File: config.mk
export PLATFORM = sky130hd
export DESIGN_NAME = alu_op_encoder
export DESIGN_NICKNAME = d
export VERILOG_FILES = /design/src/rtl/alu_op_pkg.sv /design/src/rtl/alu_op_decode.sv /design/src/rtl/alu_op_encoder.sv
export SDC_FILE = /design/constraint.sdc
export NUM_CORES = 1
export LEC_CHECK = 0
export BUFFER_PORTS_ARGS = -buffer_cell sky130_fd_sc_hd__buf_2
export CORE_MARGIN = 2
export CORE_UTILIZATION = 30
export CTS_CLUSTER_DIAMETER = 80
export CTS_CLUSTER_SIZE = 24
export DETAILED_ROUTE_END_ITERATION = 6
export MAX_ROUTING_LAYER = met4
export SKIP_CTS_REPAIR_TIMING = 1
export SLEW_MARGIN = 25
export SYNTH_ARGS = -nofsm -noshare
export SYNTH_HDL_FRONTEND = slang
export SYNTH_SLANG_ARGS = --single-unit
File: constraint.sdc
create_clock -name clk -period 2.9 [get_ports clk]
set_clock_uncertainty 0.1 [all_clocks]
set_input_delay 0.29 -clock clk [delete_from_list [all_inputs] [get_ports clk]]
set_output_delay 0.29 -clock clk [all_outputs]
set_load 0.05 [all_outputs]
File: src/rtl/alu_op_pkg.sv
`default_nettype none
// ============================================================================
// Module      : alu_op_pkg
// Description : Shared RV32I opcode and ALU operation encodings. The ALU
//               imports this same package so both ends of the ID/EX
//               boundary agree on the 4-bit Operation code.
// Revision    : 1.0 - initial release
// ============================================================================
package alu_op_pkg;

    // RV32I major opcodes (instr[6:0])
    localparam logic [6:0] OP_R      = 7'b0110011;
    localparam logic [6:0] OP_I      = 7'b0010011;
    localparam logic [6:0] OP_LOAD   = 7'b0000011;
    localparam logic [6:0] OP_STORE  = 7'b0100011;
    localparam logic [6:0] OP_BRANCH = 7'b1100011;
    localparam logic [6:0] OP_LUI    = 7'b0110111;
    localparam logic [6:0] OP_JAL    = 7'b1101111;
    localparam logic [6:0] OP_JALR   = 7'b1100111;

    // funct3 values for the arithmetic (R/I) group
    localparam logic [2:0] c_f3_add_sub = 3'b000;
    localparam logic [2:0] c_f3_sll     = 3'b001;
    localparam logic [2:0] c_f3_slt     = 3'b010;
    localparam logic [2:0] c_f3_sltu    = 3'b011;
    localparam logic [2:0] c_f3_xor     = 3'b100;
    localparam logic [2:0] c_f3_sr      = 3'b101;
    localparam logic [2:0] c_f3_or      = 3'b110;
    localparam logic [2:0] c_f3_and     = 3'b111;

    // funct3 values for the branch group
    localparam logic [2:0] c_f3_beq = 3'b000;
    localparam logic [2:0] c_f3_bne = 3'b001;
    localparam logic [2:0] c_f3_blt = 3'b100;
    localparam logic [2:0] c_f3_bge = 3'b101;

    // ALU operation codes
    localparam int ALU_OP_WIDTH = 4;
    localparam logic [3:0] ALU_AND = 4'b0000;
    localparam logic [3:0] ALU_OR  = 4'b0001;
    localparam logic [3:0] ALU_ADD = 4'b0010;
    localparam logic [3:0] ALU_JAL = 4'b0011;
    localparam logic [3:0] ALU_XOR = 4'b0101;
    localparam logic [3:0] ALU_SUB = 4'b0110;
    localparam logic [3:0] ALU_SLL = 4'b0111;
    localparam logic [3:0] ALU_BEQ = 4'b1000;
    localparam logic [3:0] ALU_BNE = 4'b1001;
    localparam logic [3:0] ALU_BGE = 4'b1010;
    localparam logic [3:0] ALU_LUI = 4'b1011;
    localparam logic [3:0] ALU_SLT = 4'b1100;
    localparam logic [3:0] ALU_SRA = 4'b1110;
    localparam logic [3:0] ALU_SRL = 4'b1111;

    // Decoder result: operation code plus unsupported-instruction flag
    typedef struct packed {
        logic [3:0] operation;
        logic       illegal;
    } alu_dec_t;

    // Supported instruction with the given operation code
    function automatic alu_dec_t alu_legal(input logic [3:0] op);
        alu_dec_t r;
        r.operation = op;
        r.illegal   = 1'b0;
        return r;
    endfunction

    // Unsupported instruction: code is forced to 0000 so the ALU sees a benign AND
    function automatic alu_dec_t alu_illegal();
        alu_dec_t r;
        r.operation = ALU_AND;
        r.illegal   = 1'b1;
        return r;
    endfunction

endpackage
`default_nettype wire

File: src/rtl/alu_op_decode.sv
`default_nettype none
// ============================================================================
// Module      : alu_op_decode
// Description : Purely combinational map from RV32I opcode/funct3/funct7 to
//               the ALU Operation code, with an illegal flag for anything
//               the ALU cannot execute.
// Revision    : 1.0 - initial release
// ============================================================================
module alu_op_decode
    import alu_op_pkg::*;
#(
    parameter int OPCODE_LENGTH = 4
) (
    input  logic [6:0]               i_opcode,
    input  logic [2:0]               i_funct3,
    input  logic [6:0]               i_funct7,
    output logic [OPCODE_LENGTH-1:0] o_operation,
    output logic                     o_illegal
);

    alu_dec_t w_arith;
    alu_dec_t w_branch;
    alu_dec_t w_dec;

    // Only funct7[5] selects between operation variants; the other bits
    // are don't-care for every supported instruction.
    logic w_unused_funct7;
    assign w_unused_funct7 = ^{i_funct7[6], i_funct7[4:0]};

    // Arithmetic group shared by R-type and I-type; funct3=000 defaults to ADD
    // and the R-type SUB override is applied in the opcode mux below.
    always_comb begin
        w_arith = alu_illegal();
        case (i_funct3)
            c_f3_add_sub: w_arith = alu_legal(ALU_ADD);
            c_f3_sll:     w_arith = alu_legal(ALU_SLL);
            c_f3_slt:     w_arith = alu_legal(ALU_SLT);
            c_f3_sltu:    w_arith = alu_illegal();
            c_f3_xor:     w_arith = alu_legal(ALU_XOR);
            c_f3_sr:      w_arith = alu_legal(i_funct7[5] ? ALU_SRA : ALU_SRL);
            c_f3_or:      w_arith = alu_legal(ALU_OR);
            c_f3_and:     w_arith = alu_legal(ALU_AND);
            default:      w_arith = alu_illegal();
        endcase
    end

    // Branch group; unsigned compares have no ALU support and trap
    always_comb begin
        w_branch = alu_illegal();
        case (i_funct3)
            c_f3_beq: w_branch = alu_legal(ALU_BEQ);
            c_f3_bne: w_branch = alu_legal(ALU_BNE);
            c_f3_blt: w_branch = alu_legal(ALU_SLT);
            c_f3_bge: w_branch = alu_legal(ALU_BGE);
            default:  w_branch = alu_illegal();
        endcase
    end

    // Top-level opcode select
    always_comb begin
        w_dec = alu_illegal();
        case (i_opcode)
            OP_R: begin
                if ((i_funct3 == c_f3_add_sub) && i_funct7[5]) begin
                    w_dec = alu_legal(ALU_SUB);
                end else begin
                    w_dec = w_arith;
                end
            end
            OP_I:              w_dec = w_arith;
            OP_LOAD, OP_STORE: w_dec = alu_legal(ALU_ADD);
            OP_BRANCH:         w_dec = w_branch;
            OP_LUI:            w_dec = alu_legal(ALU_LUI);
            OP_JAL, OP_JALR:   w_dec = alu_legal(ALU_JAL);
            default:           w_dec = alu_illegal();
        endcase
    end

    assign o_operation = OPCODE_LENGTH'(w_dec.operation);
    assign o_illegal   = w_dec.illegal;

endmodule
`default_nettype wire

File: src/rtl/alu_op_encoder.sv
`default_nettype none
// ============================================================================
// Module      : alu_op_encoder
// Description : ID->EX producer of the ALU Operation code. Decodes incoming
//               instruction fields and holds the results in a 2-entry skid
//               buffer with registered ready, synchronous flush and
//               asynchronous reset.
// Revision    : 1.0 - initial release
// ============================================================================
module alu_op_encoder
    import alu_op_pkg::*;
#(
    parameter int DATA_WIDTH    = 32,
    parameter int OPCODE_LENGTH = 4,
    parameter int TAG_WIDTH     = 32
) (
    input  logic                     clk,
    input  logic                     reset,
    input  logic                     in_valid,
    output logic                     in_ready,
    input  logic [6:0]               in_opcode,
    input  logic [2:0]               in_funct3,
    input  logic [6:0]               in_funct7,
    input  logic [TAG_WIDTH-1:0]     in_tag,
    input  logic                     flush,
    output logic                     out_valid,
    input  logic                     out_ready,
    output logic [OPCODE_LENGTH-1:0] out_operation,
    output logic                     out_illegal,
    output logic [TAG_WIDTH-1:0]     out_tag
);

    // Datapath width is carried only to keep the parameter set aligned with the ALU
    localparam int c_unused_data_width = DATA_WIDTH;

    // Occupancy encoding
    localparam logic [1:0] c_empty = 2'd0;
    localparam logic [1:0] c_one   = 2'd1;
    localparam logic [1:0] c_full  = 2'd2;

    // Decoded view of the incoming instruction
    logic [OPCODE_LENGTH-1:0] w_dec_operation;
    logic                     w_dec_illegal;

    // Buffer state: head is what EX sees, tail is the skid slot
    logic [1:0]               r_count;
    logic [1:0]               w_count_next;
    logic                     r_in_ready;
    logic                     r_out_valid;
    logic [OPCODE_LENGTH-1:0] r_head_operation;
    logic                     r_head_illegal;
    logic [TAG_WIDTH-1:0]     r_head_tag;
    logic [OPCODE_LENGTH-1:0] r_tail_operation;
    logic                     r_tail_illegal;
    logic [TAG_WIDTH-1:0]     r_tail_tag;

    logic                     w_enq;
    logic                     w_deq;

    alu_op_decode #(
        .OPCODE_LENGTH (OPCODE_LENGTH)
    ) u_decode (
        .i_opcode    (in_opcode),
        .i_funct3    (in_funct3),
        .i_funct7    (in_funct7),
        .o_operation (w_dec_operation),
        .o_illegal   (w_dec_illegal)
    );

    // Flush wins over a same-cycle enqueue; a same-cycle dequeue still
    // happens from EX's point of view, it just has no effect on state.
    assign w_enq = in_valid && r_in_ready && !flush;
    assign w_deq = r_out_valid && out_ready;

    // Next occupancy; enqueue at full cannot happen because ready is low
    always_comb begin
        w_count_next = r_count;
        if (flush) begin
            w_count_next = c_empty;
        end else begin
            case ({w_enq, w_deq})
                2'b10:   w_count_next = r_count + 2'd1;
                2'b01:   w_count_next = r_count - 2'd1;
                default: w_count_next = r_count;
            endcase
        end
    end

    // Occupancy plus registered handshake flags derived from next occupancy
    always_ff @(posedge clk or posedge reset) begin
        if (reset) begin
            r_count     <= c_empty;
            r_in_ready  <= 1'b1;
            r_out_valid <= 1'b0;
        end else begin
            r_count     <= w_count_next;
            r_in_ready  <= (w_count_next < c_full);
            r_out_valid <= (w_count_next != c_empty);
        end
    end

    // Entry storage: FIFO order, new entry goes to head when the head is
    // empty or leaving this cycle, otherwise to the skid slot
    always_ff @(posedge clk or posedge reset) begin
        if (reset) begin
            r_head_operation <= '0;
            r_head_illegal   <= 1'b0;
            r_head_tag       <= '0;
            r_tail_operation <= '0;
            r_tail_illegal   <= 1'b0;
            r_tail_tag       <= '0;
        end else begin
            case (r_count)
                c_empty: begin
                    if (w_enq) begin
                        r_head_operation <= w_dec_operation;
                        r_head_illegal   <= w_dec_illegal;
                        r_head_tag       <= in_tag;
                    end
                end
                c_one: begin
                    if (w_enq && w_deq) begin
                        r_head_operation <= w_dec_operation;
                        r_head_illegal   <= w_dec_illegal;
                        r_head_tag       <= in_tag;
                    end else if (w_enq) begin
                        r_tail_operation <= w_dec_operation;
                        r_tail_illegal   <= w_dec_illegal;
                        r_tail_tag       <= in_tag;
                    end
                end
                c_full: begin
                    if (w_deq) begin
                        r_head_operation <= r_tail_operation;
                        r_head_illegal   <= r_tail_illegal;
                        r_head_tag       <= r_tail_tag;
                    end
                end
                default: begin
                    r_head_operation <= r_head_operation;
                end
            endcase
        end
    end

    assign in_ready      = r_in_ready;
    assign out_valid     = r_out_valid;
    assign out_operation = r_head_operation;
    assign out_illegal   = r_head_illegal;
    assign out_tag       = r_head_tag;

endmodule
`default_nettype wire

# Yosys cells after proc, flatten, opt, wreduce, memory -nomap -nowiden
# Cells that the tools add are included.
# totals
regBits	78
input_bits	54
output_inout_bits	39
elab_cells	68
# classes
mux	19
bitwise	1
reduce_logical	14
magnitude_cmp	1
n_eq_ne	22
add_sub_neg	2
# ops
cell	count
$mux W32	3
$pmux W32 S3	1
$pmux W5 S8	1
$pmux W5 S6	1
$eq A7 B6 Y1 const B	3
$eq A7 B7 Y1 const B	3
$pmux W5 S4	1
$eq A3 B3 Y1 const B	4
$mux W4	3
$pmux W4 S3	1
$eq A7 B2 Y1 const B	1
$eq A7 B5 Y1 const B	1
$eq A3 B2 Y1 const B	2
$ne A2 B2 Y1 const B	3
$logic_and A1 B1 Y1	5
$mux W5	1
$eq A2 B1 Y1 const B	2
$eq A2 B2 Y1 const B	2
$mux W1	4
$pmux W2 S2	1
$reduce_and A4 Y1	1
$reduce_or A2 Y1	2
$eq A3 B1 Y1 const B	1
$logic_not A3 Y1	1
11 further kinds	11

# Longest topological paths before layout
# logic_depth
depth_word	6
mapped_depth	9
mapped_depth_nobuf	8

# Hierarchy
# Synthesis repeated with hierarchy kept, for this count alone.
# hier_totals
cells_unflattened	268
hier_area_um2	3890.0
# modules_own_cells
module	area_each_um2	cells_per_inst	n_inst	seq_area_each_um2
alu_op_encoder	3618.5	227	1	1953.1
alu_op_decode	271.5	41	1	0.0

# Worst setup path after synthesis
# Ideal clock, no wire load.
# synth_timing
path_kind	register to register
start	register r_out_valid, in the netlist out_valid
end	register r_tail_tag[0]
t_required_ns	2.675
path_stages_with_launch	6
period_less_slack_ns	2.051
t_arrival_ns	1.826
setup_ns	0.125
path_slack_ns	0.849
path_buffers	1
cell_sequence	dfrtp_1 nand2_1 ha_1 nand2_1 buf_1 mux2_2
# synth_via
elab_chain_len	4
# synth_lines
item	line_no	text
start, declared	alu_op_encoder.sv:49	logic r_out_valid;
start signal, assigned	alu_op_encoder.sv:98	r_out_valid <= (w_count_next != c_empty);
$logic_and A1 B1 Y1	alu_op_encoder.sv:73	assign w_deq = r_out_valid && out_ready;
$logic_and A1 B1 Y1	alu_op_encoder.sv:122	if (w_enq && w_deq) begin
$not A1 Y1 (no line)	--	
$reduce_and A3 Y1 (no line)	--	
end signal, assigned	alu_op_encoder.sv:129	r_tail_tag <= in_tag;
end, declared	alu_op_encoder.sv:55	logic [TAG_WIDTH-1:0] r_tail_tag;
# Every way passes these cells.
# A chain may end at the register's enable or synchronous reset.

# Worst setup path in the final report
# layout_timing
start	register r_in_ready, in the netlist in_ready
end	register r_tail_tag[19]
# layout_via
elab_chain_len	5
# layout_lines
item	line_no	text
start, declared	alu_op_encoder.sv:48	logic r_in_ready;
start signal, assigned	alu_op_encoder.sv:97	r_in_ready <= (w_count_next < c_full);
$logic_and A1 B1 Y1 (*) (2 in series)	alu_op_encoder.sv:72	assign w_enq = in_valid && r_in_ready && !flush;
$logic_and A1 B1 Y1	alu_op_encoder.sv:122	
$not A1 Y1 (no line)	--	
$reduce_and A3 Y1 (no line) (*)	--	
# Mark *: on every way between the ends. The rest lies on a longest branch, timed or not.

==> results_tabular.tex <==
\begin{tabular}{lr}
\hline
Metric & Value \\
\hline
\multicolumn{2}{l}{\textbf{Run status}} \\
Status & finished clean \\
\multicolumn{2}{l}{\textbf{Finish}} \\
Number of fillers in the final layout & 1,223 \\
Share of cells above drive strength 1 & 35.2\% \\
Post-layout util & 38.2\% \\
Layout Nets & 471 \\
ANT cells & 0 \\
Final non-filler cell total & 562 \\
Final instance area & 0.00455 sq mm \\
Synthesis-to-finish area growth & 25.3\% \\
\multicolumn{2}{l}{\textbf{Logic synthesis}} \\
Fraction of the mapped netlist area in compound gates & 11.0\% \\
Basic-gate share of the synthesized area counting and, or, nand and nor cells & 9.13\% \\
Syn nets & 385 \\
Warnings, synthesis & 0 \\
Largest area contributor in the synthesized netlist & sky130\_fd\_sc\_hd\_\_dfrtp\_1 \\
Mapped Area & 0.00363 sq mm \\
Number of storage elements in the synthesis netlist & 78 \\
Syn Inst Count & 324 \\
Dominant combinational cell family by area after synthesis & multiplexers \\
Average cell area after synthesis & 11.2 sq um \\
Adder-cell share of the synthesized area & 2.41\% \\
Post-synth top area share & 53.0\% \\
Part of the Yosys area used for sequential elements & 53.8\% \\
Multiplexer fraction of the synthesized cell area & 19.6\% \\
Synth unique cells & 38 \\
Parity-gate share of the synthesized area counting xor and xnor cells & 0\% \\
Largest cells by area after synthesis & sky130\_fd\_sc\_hd\_\_dfrtp\_1 53\%, sky130\_fd\_sc\_hd\_\_mux2\_2 11\%, sky130\_fd\_sc\_hd\_\_mux2i\_1 9.1\%, sky130\_fd\_sc\_hd\_\_a21oi\_1 4.8\%, sky130\_fd\_sc\_hd\_\_nor2\_1 4.1\% \\
\multicolumn{2}{l}{\textbf{Worst hold path}} \\
Hold crit path type & input port to flop \\
\multicolumn{2}{l}{\textbf{Clock network}} \\
Number of levels the H-tree was split into & 3 \\
Clock latency on the worst-skew pair & 330 ps \\
TritonCTS Sinks & 78 \\
Clk Tree Root Cell & sky130\_fd\_sc\_hd\_\_clkbuf\_16 \\
Number of buffers inserted during clock tree synthesis & 9 \\
Buffer depth of the longest clock path & 2 \\
Clock tree from TritonCTS & yes \\
Clock transition time at the flip-flop clock pins of the worst setup and hold paths & 60 ps \\
\multicolumn{2}{l}{\textbf{Floorplan}} \\
Floorplan die area & 0.0130 sq mm \\
Die height & 114 um \\
Row count & 40 \\
Count of pins on the block boundary & 93 \\
Die width & 114 um \\
Core region area & 0.0119 sq mm \\
Starting utilization of the core area & 30.5\% \\
\multicolumn{2}{l}{\textbf{Pwr}} \\
Worst vdd ir & 0.000470 V \\
Tot Pwr & 5.16 mW \\
Areal power density over the cells & 1130 mW/mm\^{}2 \\
Leakage power of the design & 2.08 nW \\
\multicolumn{2}{l}{\textbf{Global routing}} \\
Met2 usage in global routing & 21.2\% \\
Maximum number of pins on one net before global-route repair & 43 \\
First-pass GRT wire length & 12,600 um \\
Fraction of met3 tracks used by global routing & 3.97\% \\
GRT Max-Usage Layer & met2 \\
Vias in the first global route & 2,691 \\
Total routing usage reported by global routing & 12.7\% \\
Aggregate global routing overflow & 0 \\
Initial antenna violation count & 0 \\
Grt met1 use & 14.7\% \\
\multicolumn{2}{l}{\textbf{Drt}} \\
Routed via count divided by cell count & 4.80 \\
Aggregate routed wire length & 7580 um \\
Post-route DRC violation count & 0 \\
1st-pass router iterations & 4 \\
Post-DRT Antenna Nets & 0 \\
DRC violation total after the first TritonRoute iteration & 196 \\
Routed via count & 2,698 \\
Average detailed-routed wire length per instance & 13.5 um \\
\multicolumn{2}{l}{\textbf{STA}} \\
Final setup violating endpoints & 0 \\
Final worst setup slack & 744 ps \\
RSZ-0062 raised after global routing & false \\
Period utilization & 74.3\% \\
Final critical delay including setup and external delays & 2160 ps \\
Max frequency & 464 MHz \\
Tightest hold margin & 62.7 ps \\
Number of hold violations in the final report & 0 \\
Remaining max-slew budget at the tightest pin & 53.8\% \\
Aggregate negative setup slack & 0 ps \\
Worst-Margin Slew & 694 ps \\
Number of pins with negative max-slew slack in the final report & 0 \\
\multicolumn{2}{l}{\textbf{Place}} \\
Dpl cells & 545 \\
Final weighted congestion of routability-driven global placement & 0.801 \\
Final HPWL from detailed placement & 5220 um \\
Place WS & 705 ps \\
Number of port buffers & 86 \\
Post-detailed-placement cell area & 0.00421 sq mm \\
\multicolumn{2}{l}{\textbf{Setup path}} \\
Critical path startpoint category & flop \\
Category of the most critical setup path & flop to flop \\
Critical Path Fanout Max & 21 \\
Critical Path AT & 2270 ps \\
Buffers \& Inverters on Critical Path & 1 \\
Data required time of the critical path & 3010 ps \\
CP top delay family & simple AND/OR/NAND/NOR gates \\
Type of element capturing the critical path & flop \\
CP max stage cell & sky130\_fd\_sc\_hd\_\_dfstp\_2 \\
Critical-path cell list & nand2\_1, nor2\_2, ha\_1, nand2\_2, buf\_4, mux2\_2 \\
Maximum single-stage delay on the critical path & 520 ps \\
\multicolumn{2}{l}{\textbf{Flow run}} \\
Maxcap violations & 0 \\
\hline
\end{tabular}
cells by family after synthesis:
family | Yosys count
buffers and inverters | 31
adder cells (fa/ha/maj) | 7
multiplexers | 67
flip-flops | 78
AND/OR/NAND/NOR | 75
AO/OA/AOI/OAI | 66
state kept, by name, indices dropped and copies added, names as in the netlist:
signal            count
r_tail_operation      4
in_ready              1
r_tail_tag           32
out_valid             1
out_operation         4
out_tag              32
out_illegal           1
r_count               2
r_tail_illegal        1
placed cells by master, fill, tap and decap left out, types with 5 or more instances in the layout:
master / Yosys / final
sky130_fd_sc_hd__buf_2: 5 / 86
sky130_fd_sc_hd__dfrtp_1: 77 / 77
sky130_fd_sc_hd__nor2_1: 40 / 40
sky130_fd_sc_hd__a21oi_1: 35 / 35
sky130_fd_sc_hd__mux2_2: 34 / 34
sky130_fd_sc_hd__mux2i_1: 33 / 33
sky130_fd_sc_hd__nand2_1: 16 / 15
sky130_fd_sc_hd__inv_1: 12 / 11
sky130_fd_sc_hd__clkbuf_16: 0 / 9
sky130_fd_sc_hd__o21ai_0: 8 / 8
sky130_fd_sc_hd__nor2b_1: 6 / 6
sky130_fd_sc_hd__a31oi_1: 6 / 6
sky130_fd_sc_hd__ha_1: 7 / 6
sky130_fd_sc_hd__buf_4: 3 / 5
layer usage:
metal  part of all wire, %  vias to the layer above
met4                   1.2                        0
met2                    48                       66
met3                   5.0                       10
met5                     0                        -
met1                    45                     1320
li1                      -                     1302
area by class of cell:
| cell class | instances | area, sq um | area share (%) |
|---|---|---|---|
| sequential | 78 | 1950 | 42.9 |
| multi-input combinational | 215 | 1540 | 33.7 |
| timing repair buffer | 93 | 498 | 10.9 |
| clock buffer | 12 | 236 | 5.19 |
| tap | 147 | 184 | 4.04 |
| clock inverter | 4 | 95.1 | 2.09 |
| inverter | 13 | 50.0 | 1.10 |
worst paths after layout:
| check | from | endpoint | slack (ps) | depth (start not counted) |
|---|---|---|---|---|
| hold / removal | flush | r_count[0] | 60 | 2 |
| min in group asynchronous | reset | out_tag[11] | 480 | 3 |
| hold reg to reg | r_tail_operation[3] | r_tail_operation[3] | 380 | 2 |
| setup / recovery | in_ready | r_tail_tag[19] | 740 | 6 |
| max in group asynchronous | reset | in_ready | 1520 | 4 |
| setup reg to reg | in_ready | r_tail_tag[19] | 740 | 6 |
power by group:
group	internal, mW	switching (mW)
clock network	0.840	0.411
registers	1.57	0.236
logic	0.628	1.47
cell usage after synthesis, drive strengths merged:
cell,number
clkbuf,5
a211oi,1
nand2b,1
nor2b,6
o22ai,2
a22oi,1
or2,1
nand4bb,1
nor3b,1
o21bai,1
mux2i,33
nand2,16
ha,7
and3,1
a2111oi,3
o21ai,12
inv,13
nand3,3
nor3,2
a21oi,35
buf,13
nand3b,2
a21boi,1
dfrtp,77
nor2,41
mux2,34
a2111o,2
o32ai,1
dfstp,1
o31ai,1
a31oi,6
No activity file was read; power rests on OpenSTA's default activity.
